File: src/rtl/divide_by4_pkg.sv
// Shared types and constants for the divide-by-4 phase decoder.
// The delta encoding is (new_phase - old_phase) mod 4 of a binary 2-bit count.
package divide_by4_pkg;

  typedef enum logic [1:0] {
    ARM   = 2'd0,
    TRACK = 2'd1,
    FAULT = 2'd2
  } dec_state_t;

  localparam logic [1:0] DELTA_NONE    = 2'd0;
  localparam logic [1:0] DELTA_UP      = 2'd1;
  localparam logic [1:0] DELTA_ILLEGAL = 2'd2;
  localparam logic [1:0] DELTA_DOWN    = 2'd3;

  localparam logic DIR_UP   = 1'b0;
  localparam logic DIR_DOWN = 1'b1;

  // Modulo-4 phase difference; the 2-bit subtraction wraps naturally.
  function automatic logic [1:0] phase_delta(input logic [1:0] ph_new,
                                             input logic [1:0] ph_old);
    return ph_new - ph_old;
  endfunction

endpackage

File: src/rtl/phase_sync2.sv
// Two-flop synchroniser for the 2-bit phase bus. Both stages reset to 0.
// The phase is a binary count that only ever moves by one step per source
// clock, so per-bit synchronisation can at worst show a transient illegal
// jump, which the decoder flags rather than hides.
module phase_sync2 (
  input  logic       clk,
  input  logic       reset_n,
  input  logic [1:0] d,
  output logic [1:0] q
);

  logic [1:0] meta_q;

  // Two back-to-back capture stages.
  always_ff @(posedge clk or negedge reset_n) begin
    if (!reset_n) begin
      meta_q <= 2'b00;
      q      <= 2'b00;
    end else begin
      meta_q <= d;
      q      <= meta_q;
    end
  end

endmodule

File: src/rtl/divide_by4_decoder.sv
// Receive-side decoder for the 2-bit up/down divide-by-4 counter.
// Recovers step direction, keeps a wrapping position count, and flags
// phase jumps of two (illegal) into a sticky FAULT state left only via clr.
// Build option: define DIVBY4_DEC_SYNC_EN to place a 2-flop synchroniser
// on phase_in (adds 2 cycles of latency).
//
// state | meaning
// ARM   | absorb first phase sample after reset/clr, no pulses
// TRACK | decode steps, update position and direction
// FAULT | illegal jump seen; position frozen, errors still counted
module divide_by4_decoder
  import divide_by4_pkg::*;
#(
  parameter int POS_W = 16,
  parameter int ERR_W = 8
) (
  input  logic             clk,
  input  logic             reset_n,
  input  logic [1:0]       phase_in,
  input  logic             clr,
  output logic             step_up,
  output logic             step_dn,
  output logic             dir,
  output logic [POS_W-1:0] position,
  output logic             pos_wrap,
  output logic             err_pulse,
  output logic             fault,
  output logic [ERR_W-1:0] err_count
);

  logic [1:0] ph;

`ifdef DIVBY4_DEC_SYNC_EN
  phase_sync2 u_phase_sync2 (
    .clk     (clk),
    .reset_n (reset_n),
    .d       (phase_in),
    .q       (ph)
  );
`else
  assign ph = phase_in;
`endif

  dec_state_t       state_q, state_d;
  logic [1:0]       phase_q;
  logic [1:0]       delta;
  logic             up_d, dn_d, wrap_d, err_d, dir_d;
  logic [POS_W-1:0] pos_d;
  logic [ERR_W-1:0] errc_d;
  logic [ERR_W-1:0] errc_inc;

  assign delta    = phase_delta(ph, phase_q);
  assign errc_inc = (&err_count) ? err_count : err_count + 1'b1;

  // Next-state and next-output decode; clr wins over any coincident event.
  always_comb begin
    state_d = state_q;
    up_d    = 1'b0;
    dn_d    = 1'b0;
    wrap_d  = 1'b0;
    err_d   = 1'b0;
    dir_d   = dir;
    pos_d   = position;
    errc_d  = err_count;
    if (clr) begin
      pos_d   = '0;
      errc_d  = '0;
      state_d = ARM;
    end else begin
      case (state_q)
        ARM: state_d = TRACK;
        TRACK: begin
          case (delta)
            DELTA_UP: begin
              up_d   = 1'b1;
              dir_d  = DIR_UP;
              pos_d  = position + 1'b1;
              wrap_d = &position;
            end
            DELTA_DOWN: begin
              dn_d   = 1'b1;
              dir_d  = DIR_DOWN;
              pos_d  = position - 1'b1;
              wrap_d = ~|position;
            end
            DELTA_ILLEGAL: begin
              err_d   = 1'b1;
              errc_d  = errc_inc;
              state_d = FAULT;
            end
            default: ;
          endcase
        end
        FAULT: begin
          if (delta == DELTA_ILLEGAL) begin
            err_d  = 1'b1;
            errc_d = errc_inc;
          end
        end
        default: state_d = ARM;
      endcase
    end
  end

  // State, last-phase and registered outputs.
  always_ff @(posedge clk or negedge reset_n) begin
    if (!reset_n) begin
      state_q   <= ARM;
      phase_q   <= 2'b00;
      step_up   <= 1'b0;
      step_dn   <= 1'b0;
      dir       <= DIR_UP;
      position  <= '0;
      pos_wrap  <= 1'b0;
      err_pulse <= 1'b0;
      fault     <= 1'b0;
      err_count <= '0;
    end else begin
      state_q   <= state_d;
      phase_q   <= ph;
      step_up   <= up_d;
      step_dn   <= dn_d;
      dir       <= dir_d;
      position  <= pos_d;
      pos_wrap  <= wrap_d;
      err_pulse <= err_d;
      fault     <= (state_d == FAULT);
      err_count <= errc_d;
    end
  end

endmodule
File: config.mk
export PLATFORM = sky130hd
export DESIGN_NAME = divide_by4_decoder
export DESIGN_NICKNAME = d
export VERILOG_FILES = /design/src/rtl/divide_by4_pkg.sv /design/src/rtl/phase_sync2.sv /design/src/rtl/divide_by4_decoder.sv
export SDC_FILE = /design/constraint.sdc
export NUM_CORES = 1
export LEC_CHECK = 0
export CAP_MARGIN = 20
export CORE_MARGIN = 1
export CORE_UTILIZATION = 39
export CTS_CLUSTER_SIZE = 16
export DETAILED_ROUTE_END_ITERATION = 16
export PLACE_DENSITY = 0.6
export SYNTH_ARGS = -nofsm -noshare
export SYNTH_HDL_FRONTEND = slang
export SYNTH_SLANG_ARGS = --single-unit
File: constraint.sdc
create_clock -name clk -period 3.9 [get_ports clk]
set_input_delay 0.78 -clock clk [delete_from_list [all_inputs] [get_ports clk]]
set_output_delay 0.78 -clock clk [all_outputs]
set_load 0.01 [all_outputs]
### Word-level counts from Yosys, hierarchy flattened

Index checks and enable logic that the tools add are counted.

* add/subtract/negate cells: 4
* eq/ne operators: 7
* multiplexer cells: 23
* bitwise gates (word level): 1
* reduce and logical (&&, ||, !) cells: 14

Operators by type and width (count)
* two-way mux 16 bit: 2
* two-way mux 8 bit: 4
* one-hot mux 16 bit (2 select lines): 1
* adder 16 x 1 -> 16 bit, second input constant: 1
* AND reduction 16 bit: 1
* OR reduction 16 bit: 1
* subtractor 16 x 1 -> 16 bit, second input constant: 1
* two-way mux 1 bit: 11
* adder 8 x 1 -> 8 bit, second input constant: 1
* == test 2 bit, second input constant: 4
* AND reduction 8 bit: 1
* nonzero test 2 bit: 4
* one-hot mux 2 bit (3 select lines): 1
* AND reduction 3 bit: 2
* == test 2 x 1 -> 1 bit, second input constant: 2
* two-way mux 2 bit: 2
* one-hot mux 1 bit (2 select lines): 2
* nonzero test 3 bit: 1
* zero test 2 bit: 1
* inequality test 2 bit, second input constant: 1
* AND reduction 2 bit: 1
* OR reduction 2 bit: 1
* subtractor 2 bit: 1
* zero test 1 bit: 1
* NOT 1 bit: 1

* flip-flop bits (word level): 34
* input port bits: 5
* word-level logic and storage cells: 59

### Longest topological paths before layout

Gate-level depths: netlist of run 1.

* depth after elaboration: 6
* gate-level depth with buffers: 14
* depth with buffers taken out: 12

### Worst setup path after synthesis of run 1

OpenSTA, ideal clock, no wires.

* path type: input-to-reg
* start point: input port phase_in[0]
* end point: register position[8]
* arrival: 3.442 ns
* required time: 3.768 ns
* setup slack: 0.326 ns
* stages: 14
* buffers on the path: 2
* path through: inv_1 > ha_1 > xor3_2 > nand2b_2 > buf_2 > buf_2 > xnor2_1 > ha_1 > nor4_1 > nand2b_1 > or4b_1 > a21oi_1 > xnor2_1 > nor2_1

* cells in the longest elaborated chain, start to end: 5

Ends and longest elaborated chain
* from (decl): line divide_by4_decoder.sv:19 `input logic [1:0] phase_in,`
* subtractor 2 bit (*): line divide_by4_pkg.sv:22 `return ph_new - ph_old;`
* == test 2 bit / == test 2 x 1 -> 1 bit (equally long branches): line divide_by4_decoder.sv:73 `case (delta)`
* one-hot mux 16 bit (2 select lines): line divide_by4_decoder.sv:73
* two-way mux 16 bit: line divide_by4_decoder.sv:70 `case (state_q)`
* two-way mux 16 bit: line divide_by4_decoder.sv:65 `if (clr) begin`
* to (signal assigned): line divide_by4_decoder.sv:124 `position <= pos_d;`
* to (decl): line divide_by4_decoder.sv:24 `output logic [POS_W-1:0] position,`

Mark *: on every way between the ends. The rest lies on a longest branch, timed or not. The select of a mux whose other input is x is not followed.
A chain may end at the register's enable or synchronous reset.

### Worst setup path in the final report of run 1

Same ends and word-level chain as after synthesis.

==> impl_results.md, run 1 <==
* Run status: finished, final reports clean
* GRT Max-Usage Layer: met1
* Final hold violations at 0
* Crit share post-route at 88.2%
* Synth warn at 0
* Met2 usage at 27.0%
* Area share of the largest cell type after synthesis at between 30% and 40%
* Die height at ~77 um
* Pwr per Cell Area at 353 nW/um2
* Fmax at 291 MHz
* Fin area at 2690 um2
* Antenna violations before repair at 0
* Power Total at 0.000951 W
* Worst vdd ir at 0.000181 V
* H-tree depth at 2
* Rel. slew slack at 58.7%
* Setup TNS at 0 ns
* Total grt overflow at 0
* Post-synthesis sequential area ratio at about two fifths
* Ys flop type: dfrtp_1
* Critical path class: in -> reg
* # fillers at about 500
* Cts hold-fix bufs at 0
* Placed Area at 2600 um2
* CP Cell Sequence: clkdlybuf4s50_1, inv_1, ha_1, xor3_2, nand2b_2, xnor2_1, ha_1, nor4_1, nand2b_1, or4b_1, a21oi_1, xnor2_1, nor2_1
* Antenna Nets Post-Route at 0
* Synth unique cells at 48
* Final core occ at 51.4%
* Synthesized area per cell at about 9.0 um2
* Setup Buffers After CTS at 0
* Layout area overhead at 23.4%
* # DRC at 0
* Detailed-route via count at 1846
* Syn Inst Count at 243
* Seq cells post-synth at 34
* Placer congestion estimate at about 0.82
* Clock transition at path regs at ~0.07 ns
* Max-cap violations at 0
* TritonCTS Buffers at 5
* Post-cts resize count at 0
* Rows at 26
* Worst Setup End Kind: register
* Initial cell density of the core at 41.6%
* Delay-heaviest family, CP: simple AND/OR/NAND/NOR gates
* RSZ-0062 raised after global routing: no
* Endpoints failing setup at 0
* Critical path's slowest cell: clkdlybuf4s50_1
* Clock root cell: clkbuf_8
* Critical-path maximum fanout at 3
* Detailed placer's ending HPWL at 3500 um
* CP startpoint kind: primary input
* GRT Util Overall at 18.4%
* Leak at 1.11 nW
* Met1 usage at 27.0%
* Die ar. at between 5000 and 6000 um2
* Worst setup margin at between 0.4 and 0.5 ns
* Crit path buffers/inverters at 2
* Pre-antenna DRT Iters at 4
* Final #Nets at 290
* Critical Path RT at 4.07 ns
* Main area contributors after synthesis: dfrtp_1 (39%), xnor2_1 (6.4%), nor2_1 (5.3%), ha_1 (5.2%), a21oi_1 (3.7%)
* Largest net degree at the start of global routing at 35
* Wire length per cell at 14.5 um
* Initial drt markers at 127
* CTS tree: done
* Die Wd at 76.8 um
* Drt via density at 5.32
* Vias in the first global route at around 1800
* Met3 usage at 2.74%
* Fin. max-slew vios at 0
* Crit path time final at 3.44 ns
* I/O pin total at 35
* Post-synth EDFFs at 0
* Asr flop ratio synth at 100%
* Number of diodes at 0
* Critical path's largest stage delay at 0.48 ns
* CP arrival at ~3.6 ns
* First-pass GRT wire length at 8620 um
* WL final at between 5000 and 6000 um
* Synth Net Count at between 200 and 300
* Clock Sinks at 34
* CTS Buffer Depth at 2
* IO buf count at 34
* Worst Max-Slew Pin Slew at approximately 0.62 ns
* Layout cell share with drive strength beyond 1 at 7.94%
* Hold Crit Class: reg -> reg
* Final Skew at 0.00558 ns
* Post-synth top area cell: dfrtp_1
* Setup WS pre-CTS at 0.155 ns
* Post-synthesis cell area at 2180 um2
* Skew-Pair Late Insertion Delay at around 0.29 ns
* Core ar. at 5240 um2
state kept, by name, indices dropped and copies added, names as in the netlist, 2 cells and up:
| signal | flops |
|---|---|
| err_count | 8 |
| phase_q | 2 |
| position | 16 |
| state_q | 2 |
worst reg2reg max path, stage by stage, from the launching register on:
cell and delay (ns):
dfrtp_1 0.37, ha_1 0.19, xor3_2 0.41, nand2b_2 0.11, xnor2_1 0.15, ha_1 0.21, nor4_1 0.25, nand2b_1 0.11
or4b_1 0.48, a21oi_1 0.20, xnor2_1 0.14, nor2_1 0.05
cell usage after synthesis (8+ instances only):
cell type  number
clkbuf_1        9
nor3_1         12
dfrtp_1        34
nand3_1        12
nand2_1        14
nor2_1         31
nand4_1         8
ha_1            9
xnor2_1        16
a21oi_1        16
layout by cell type, fill, tap and decap left out, drive strengths merged, types with 5 or more instances in the layout:
cell type	count
nor2	31
ha	9
inv	6
xor2	5
or4	6
nand4	8
a21oi	16
clkdlybuf4s50	34
nor3	12
buf	9
nand3	12
dfrtp	34
nand2	14
xnor2	16
clkbuf	6
cells by family after synthesis:
kind of cell / count (synthesis) / synth area share (%)
compound gates: 35 / 10.1
simple gates: 114 / 28.1
flops: 34 / 39.0
fa+ha+maj: 9 / 5.16
buf+inv: 23 / 4.70
mux: 5 / 2.35
xor+xnor: 23 / 10.6
final timing paths:
| check | startpoint | cells past startpoint | slack [ns] | endpoint |
|---|---|---|---|---|
| min in group asynchronous | reset_n | 2 | 0.89 | err_count[4] |
| min reg2reg | dir | 2 | 0.53 | dir |
| min | dir | 2 | 0.53 | dir |
| max | phase_in[0] | 13 | 0.46 | position[8] |
| max reg2reg | phase_q[0] | 11 | 1.11 | position[8] |
| max in group asynchronous | reset_n | 2 | 2.70 | position[0] |
stage by stage:
step           hold slack [ns]  cells
2_1_floorplan            0.484    243
3_3_place_gp             0.496    339
3_5_place_dp             0.512    339
4_1_cts                  0.529    347
5_1_grt                  0.596    347
6_report                 0.526    347
routing by layer:
metal	vias up	wire, um
li1	933	-
met1	860	2600
met2	49	2190
met3	4	207
met4	0	46
met5	-	0
report_power, final:
group,internal (W),leakage [nW],switching [W]
logic,0.000128,0.602,0.000140
registers,0.000374,0.464,0.0000343
clock network,0.000142,0.0472,0.000133
area by class of cell:
| class | count | area, um2 | area share, % |
|---|---|---|---|
| Multi-Input combinational cell | 186 | 1230 | 45.6 |
| Sequential cell | 34 | 851 | 31.6 |
| Timing Repair Buffer | 43 | 408 | 15.2 |
| Tap cell | 70 | 87.6 | 3.25 |
| Clock buffer | 6 | 82.6 | 3.07 |
| Inverter | 6 | 22.5 | 0.837 |
| Clock inverter | 2 | 12.5 | 0.465 |
Note: power is estimated with default switching activity, not from simulation.
==> run 2, diff against run 1 <==
--- a/config.mk
+++ b/config.mk
@@ -10,6 +10,7 @@
 export CORE_UTILIZATION = 39
 export CTS_CLUSTER_SIZE = 16
 export DETAILED_ROUTE_END_ITERATION = 16
+export GPL_ROUTABILITY_DRIVEN = 0
 export PLACE_DENSITY = 0.6
 export SYNTH_ARGS = -nofsm -noshare
 export SYNTH_HDL_FRONTEND = slang
==> results of run 2 <==
No change in the layout: final DEF, timing and power equal those of run 1.
